### config.mk
export PLATFORM = sky130hd
export DESIGN_NAME = mem_arbiter_flat
export DESIGN_NICKNAME = d
export VERILOG_FILES = /design/src/rtl/mem_arbiter_if.sv /design/src/rtl/mem_arbiter.sv /design/src/flat_wrapper.sv
export SDC_FILE = /design/constraint.sdc
export NUM_CORES = 1
export LEC_CHECK = 0
export CAP_MARGIN = 20
export CORE_ASPECT_RATIO = 0.6
export CORE_MARGIN = 3
export CORE_UTILIZATION = 42
export CTS_CLUSTER_SIZE = 14
export DETAILED_ROUTE_END_ITERATION = 7
export PLACE_DENSITY = 0.81
export SLEW_MARGIN = 5
export SYNTH_ARGS = -nofsm -noshare
export SYNTH_HDL_FRONTEND = slang
export SYNTH_SLANG_ARGS = --single-unit
export TNS_END_PERCENT = 50
### constraint.sdc
create_clock -name Clock -period 4.14 [get_ports Clock]
set_clock_uncertainty 0.1 [all_clocks]
set_input_delay 0.828 -clock Clock [delete_from_list [all_inputs] [get_ports Clock]]
set_output_delay 0.828 -clock Clock [all_outputs]
set_load 0.01 [all_outputs]
### src/rtl/mem_arbiter_if.sv
// Requester-side bundle for one arbiter port (CPU or DMA).
// The requester uses the master modport; the arbiter uses slave.
interface mem_arbiter_if #(
    parameter int unsigned ADDR_W = 9,
    parameter int unsigned DATA_W = 32
);
    logic              req;
    logic              we;
    logic [ADDR_W-1:0] addr;
    logic [DATA_W-1:0] wdata;
    logic              ack;
    logic [DATA_W-1:0] rdata;

    modport master (
        output req, we, addr, wdata,
        input  ack, rdata
    );

    modport slave (
        input  req, we, addr, wdata,
        output ack, rdata
    );
endinterface

### src/rtl/mem_arbiter.sv
// Shares one single-port RAM between the CPU memory path and a DMA/loader port.
// One access per grant, one-cycle ack to the winner, IDLE gap between grants.
module mem_arbiter #(
    parameter int unsigned ADDR_W       = 9,
    parameter int unsigned DATA_W       = 32,
    parameter int unsigned RD_LAT       = 1,
    parameter int unsigned CPU_PRIORITY = 0
) (
    input  logic              Clock,
    input  logic              Reset,
    mem_arbiter_if.slave      cpu_if,
    mem_arbiter_if.slave      dma_if,
    output logic [ADDR_W-1:0] ram_addr_o,
    output logic [DATA_W-1:0] ram_wdata_o,
    output logic              ram_we_o,
    output logic              ram_re_o,
    input  logic [DATA_W-1:0] ram_rdata_i,
    output logic              busy_o,
    output logic              owner_o
);

    typedef enum logic [1:0] {StIdle, StAccess, StWait, StAck} state_e;

    localparam logic [2:0] LatInit = 3'(RD_LAT - 1);

    state_e            state_q, state_d;
    logic              owner_q, owner_d;
    logic              last_q, last_d;
    logic              we_q, we_d;
    logic [ADDR_W-1:0] addr_q, addr_d;
    logic [DATA_W-1:0] wdata_q, wdata_d;
    logic [2:0]        cnt_q, cnt_d;
    logic [DATA_W-1:0] cpu_rdata_q, cpu_rdata_d;
    logic [DATA_W-1:0] dma_rdata_q, dma_rdata_d;
    logic              grant_dma;

    // DMA wins alone, or on a tie when round-robin and the CPU had the last grant.
    always_comb begin
        grant_dma = dma_if.req && (!cpu_if.req || (CPU_PRIORITY == 0 && !last_q));
    end

    always_comb begin
        state_d     = state_q;
        owner_d     = owner_q;
        last_d      = last_q;
        we_d        = we_q;
        addr_d      = addr_q;
        wdata_d     = wdata_q;
        cnt_d       = cnt_q;
        cpu_rdata_d = cpu_rdata_q;
        dma_rdata_d = dma_rdata_q;
        unique case (state_q)
            StIdle: begin
                if (cpu_if.req || dma_if.req) begin
                    owner_d = grant_dma;
                    last_d  = grant_dma;
                    we_d    = grant_dma ? dma_if.we    : cpu_if.we;
                    addr_d  = grant_dma ? dma_if.addr  : cpu_if.addr;
                    wdata_d = grant_dma ? dma_if.wdata : cpu_if.wdata;
                    state_d = StAccess;
                end
            end
            StAccess: begin
                if (we_q) begin
                    state_d = StAck;
                end else begin
                    cnt_d   = LatInit;
                    state_d = StWait;
                end
            end
            StWait: begin
                if (cnt_q == 3'd0) begin
                    if (owner_q) dma_rdata_d = ram_rdata_i;
                    else         cpu_rdata_d = ram_rdata_i;
                    state_d = StAck;
                end else begin
                    cnt_d = cnt_q - 3'd1;
                end
            end
            StAck: begin
                state_d = StIdle;
            end
            default: begin
                state_d = StIdle;
            end
        endcase
    end

    // last_q resets to DMA so the CPU wins the first tie.
    always_ff @(posedge Clock or posedge Reset) begin
        if (Reset) begin
            state_q     <= StIdle;
            owner_q     <= 1'b0;
            last_q      <= 1'b1;
            we_q        <= 1'b0;
            addr_q      <= '0;
            wdata_q     <= '0;
            cnt_q       <= 3'd0;
            cpu_rdata_q <= '0;
            dma_rdata_q <= '0;
        end else begin
            state_q     <= state_d;
            owner_q     <= owner_d;
            last_q      <= last_d;
            we_q        <= we_d;
            addr_q      <= addr_d;
            wdata_q     <= wdata_d;
            cnt_q       <= cnt_d;
            cpu_rdata_q <= cpu_rdata_d;
            dma_rdata_q <= dma_rdata_d;
        end
    end

    // Strobes decode straight from state so an async reset kills them at once.
    always_comb begin
        ram_we_o    = (state_q == StAccess) && we_q;
        ram_re_o    = (state_q == StAccess) && !we_q;
        ram_addr_o  = (state_q == StAccess || state_q == StWait) ? addr_q : '0;
        ram_wdata_o = ram_we_o ? wdata_q : '0;
        busy_o      = (state_q != StIdle);
        owner_o     = owner_q;
    end

    assign cpu_if.ack   = (state_q == StAck) && !owner_q;
    assign dma_if.ack   = (state_q == StAck) && owner_q;
    assign cpu_if.rdata = cpu_rdata_q;
    assign dma_if.rdata = dma_rdata_q;

endmodule

### src/flat_wrapper.sv
// flat-port wrapper written by rule: the top's interface ports become plain ports
module mem_arbiter_flat 
#(
    parameter int unsigned ADDR_W       = 9,
    parameter int unsigned DATA_W       = 32,
    parameter int unsigned RD_LAT       = 1,
    parameter int unsigned CPU_PRIORITY = 0
)
  (Clock, Reset, ram_addr_o, ram_wdata_o, ram_we_o, ram_re_o, ram_rdata_i, busy_o, owner_o, cpu_if_req, cpu_if_we, cpu_if_addr, cpu_if_wdata, cpu_if_ack, cpu_if_rdata, dma_if_req, dma_if_we, dma_if_addr, dma_if_wdata, dma_if_ack, dma_if_rdata);
  mem_arbiter_if #(.ADDR_W(ADDR_W), .DATA_W(DATA_W)) cpu_if_i ();
  mem_arbiter_if #(.ADDR_W(ADDR_W), .DATA_W(DATA_W)) dma_if_i ();
  input  logic Clock;
  input  logic Reset;
  output logic [ADDR_W-1:0] ram_addr_o;
  output logic [DATA_W-1:0] ram_wdata_o;
  output logic ram_we_o;
  output logic ram_re_o;
  input  logic [DATA_W-1:0] ram_rdata_i;
  output logic busy_o;
  output logic owner_o;
  input wire logic [$bits(cpu_if_i.req)-1:0] cpu_if_req;
  input wire logic [$bits(cpu_if_i.we)-1:0] cpu_if_we;
  input wire logic [$bits(cpu_if_i.addr)-1:0] cpu_if_addr;
  input wire logic [$bits(cpu_if_i.wdata)-1:0] cpu_if_wdata;
  output wire logic [$bits(cpu_if_i.ack)-1:0] cpu_if_ack;
  output wire logic [$bits(cpu_if_i.rdata)-1:0] cpu_if_rdata;
  input wire logic [$bits(dma_if_i.req)-1:0] dma_if_req;
  input wire logic [$bits(dma_if_i.we)-1:0] dma_if_we;
  input wire logic [$bits(dma_if_i.addr)-1:0] dma_if_addr;
  input wire logic [$bits(dma_if_i.wdata)-1:0] dma_if_wdata;
  output wire logic [$bits(dma_if_i.ack)-1:0] dma_if_ack;
  output wire logic [$bits(dma_if_i.rdata)-1:0] dma_if_rdata;
  assign cpu_if_i.req = cpu_if_req;
  assign cpu_if_i.we = cpu_if_we;
  assign cpu_if_i.addr = cpu_if_addr;
  assign cpu_if_i.wdata = cpu_if_wdata;
  assign cpu_if_ack = cpu_if_i.ack;
  assign cpu_if_rdata = cpu_if_i.rdata;
  assign dma_if_i.req = dma_if_req;
  assign dma_if_i.we = dma_if_we;
  assign dma_if_i.addr = dma_if_addr;
  assign dma_if_i.wdata = dma_if_wdata;
  assign dma_if_ack = dma_if_i.ack;
  assign dma_if_rdata = dma_if_i.rdata;
  mem_arbiter #(.ADDR_W(ADDR_W), .DATA_W(DATA_W), .RD_LAT(RD_LAT), .CPU_PRIORITY(CPU_PRIORITY)) u_core (.Clock(Clock), .Reset(Reset), .cpu_if(cpu_if_i), .dma_if(dma_if_i), .ram_addr_o(ram_addr_o), .ram_wdata_o(ram_wdata_o), .ram_we_o(ram_we_o), .ram_re_o(ram_re_o), .ram_rdata_i(ram_rdata_i), .busy_o(busy_o), .owner_o(owner_o));
endmodule
==> summary.txt <==
area overhead of the layout relative to synthesis -> 59.0%
sort of element at the start of the critical path -> flip-flop
Cell Area, Synth -> 5090 um2
max-slew headroom at the worst pin -> 32.8%
number of nets with antenna violations after routing -> 0
post-synthesis sequential area ratio -> 55.6%
Leakage -> 3.53 nW
half-perimeter wire length of the detailed placement result -> 9990 um
proportion of layout cells with a drive suffix above 1 -> 16.1%
depth of the CTS H-tree -> 4
total clock buffers created by CTS -> 17
unrepaired setup endpoints after global routing -> false
count of instances resized after the clock tree is built -> 0
diodes inserted -> 0
first-pass GRT wire length -> 21,900 um
number of synthesized register bits -> 113
category of the worst setup path capture point -> output pin
Power Total -> 6.02 mW
worst setup margin -> 594 ps
Vias -> 4,009
number of buffer and inverter instances along the worst setup path -> 2
share of the synthesized area in the top cell type -> 55.1%
number of maximum-capacitance constraint violations -> 0
critical path type -> reg -> out
cell with the most instances after synthesis -> dfrtp_1
average wire length per cell after detail routing -> 16.8 um
transition time at the pin with the least slew margin -> 1010 ps
number of global-route vias before repair -> 4,320
CTS tree -> yes
most instantiated flip-flop cell in the synthesis netlist -> dfrtp_1
Port-buffer cells -> 230
total iterations of the first detailed-routing run -> 4
area of the die -> 13,500 um2
overall routed net length -> 13,600 um
post-synth net total -> 540
overall fraction of global-route tracks in use -> 20.4%
total global routing overflow -> 0
leading cell types by count after synthesis -> dfrtp_1 (112), mux2_2 (63), mux2i_1 (44), nand2_1 (43), o21ai_0 (37)
synth warn -> 0
global placement routability congestion -> 0.788
cell area after placement -> 7500 um2
cells traversed along the worst timing path -> inv_1 > ha_1 > and3_1 > clkdlybuf4s50_1
biggest cell delay along the critical path -> 830 ps
largest area contributor in the synthesized netlist -> dfrtp_1
max frequency -> 282 MHz
async set-reset flop share out of synthesis -> 100%
number of design rule violations left after detail routing -> 0
outcome -> finished, final reports clean
sum of negative setup slack -> 0 ps
site row count -> 30
Clock Tree Buf Depth -> 2
fin area -> 8090 um2
Die Span Y -> 91.3 um
layout net count -> 766
worst supply voltage drop on vdd -> 0.000372 V
clock sinks -> 113
Worst EP required -> 3210 ps
final-report setup violation count -> 0
data arrival time of the worst path -> 2620 ps
master of the slowest instance on the critical path -> ha_1
cell family with most CP delay -> adder cells
effective utilization at floorplan -> 44.0%
initial antenna violation count -> 0
clock latency reported for the late side of the worst-skew pair -> 400 ps
Pwr per Cell Area -> 744 nW/um2
critical-path maximum fanout -> 35
post-CTS clock slew at the launch and capture registers of the worst setup and hold paths -> 50 ps
distinct cell type count of the synthesized netlist -> 34
ratio of routed vias to standard cells -> 4.94
Root Buffer Master -> clkbuf_16
Period Utilization, post-route -> 85.7%
post-layout min period -> 3550 ps
die outline width -> 148 um
Avg Cell Area, Syn -> 12.3 um2
Top-Level Pins -> 231
max-slew violation count -> 0
top cells by area, synth -> dfrtp_1 (55%), mux2_2 (14%), mux2i_1 (8.7%)
worst hold path type -> reg -> reg
buffer count from post-CTS setup fixing -> 0
Hold-fix buffers, CTS -> 0
largest net degree at the start of global routing -> 79
placeable core region -> 11,600 um2
count of flip-flops with a built-in enable after synthesis -> 0
final number of hold-violating endpoints -> 0
post-synthesis cell count -> 413
number of DRC markers after the initial detailed-route iteration -> 159
setup slack at placement -> 1030 ps
==> placed cells by master, fill, tap and decap left out, drive strengths merged, types with 6 or more instances in the layout <==
cell type / n
clkdlybuf4s50: 230
dfrtp: 112
mux2: 65
mux2i: 44
o21ai: 44
nand2: 43
and3: 32
clkbuf: 18
and2: 12
inv: 9
ha: 7
clkinv: 6
==> logic make-up after synthesis <==
kind of cell	Yosys count	share of synthesized area [%]
AOI/OAI and AO/OA	53	5.63
adders and majority gates	7	1.72
buffers and inverters	33	3.91
DFF	113	55.6
muxes	109	23.0
and+or+nand+nor	98	10.1
==> worst paths after layout <==
kind | from | end | slack, ps | cells past startpoint
min in group asynchronous | Reset | u_core.dma_if.rdata[18] | 690 | 2
hold / removal | u_core.addr_q[2] | u_core.addr_q[2] | 380 | 2
hold reg to reg | u_core.addr_q[2] | u_core.addr_q[2] | 380 | 2
setup reg to reg | u_core.state_q[0] | u_core.cpu_if.rdata[7] | 1620 | 5
setup / recovery | u_core.state_q[1] | ram_wdata_o[11] | 590 | 4
max in group asynchronous | Reset | u_core.last_q | 2460 | 3
==> routing by layer <==
layer  track usage, %  routed length [um]  vias to the layer above
met5                0                   0                        -
met4             5.84                 138                        0
met3             7.93                1060                       11
met2             33.4                6640                      153
met1             25.1                5760                     1935
li1                 -                   -                     1910
==> flip-flops by register name, summed over array words and instances, names as in the netlist <==
register / count
u_core.addr_q: 9
u_core.last_q: 1
u_core.dma_if.rdata: 32
u_core.cnt_q: 3
u_core.state_q: 2
u_core.we_q: 1
u_core.wdata_q: 32
u_core.owner_o: 1
u_core.cpu_if.rdata: 32
==> stage by stage <==
stage / std cells / utilization (%) / hold WS (ps)
after floorplan: 413 / - / 342
after detailed placement: 780 / 64.8 / 368
after global routing: 812 / 70.0 / 404
final: 812 / 70.0 / 378
after CTS: 812 / 70.0 / 380
after global placement: 780 / 64.8 / 355
==> worst register-to-register path, cell delays in order (launching register included) <==
cell,delay (ps)
dfrtp_1,430
inv_1,170
ha_1,330
nand3b_1,180
nor2_4,750
mux2_2,430
==> final cells by class <==
class / instances / area [um2]
inverters: 6 / 25.0
clock buffers: 18 / 439
clock inverters: 14 / 156
repair buffers: 234 / 2360
multi-input cells: 267 / 2090
well taps: 160 / 200
flip-flops and latches: 113 / 2830
fillers: 875 / 3470
==> power breakdown <==
group	switching (mW)	internal (mW)	total (mW)	leakage [nW]
combinational	1.09	1.48	2.57	1.89
clock	0.533	0.909	1.44	0.285
sequential	0.342	1.66	2.00	1.35
total	1.97	4.05	6.02	3.53
(Power assumes the default switching activity.)
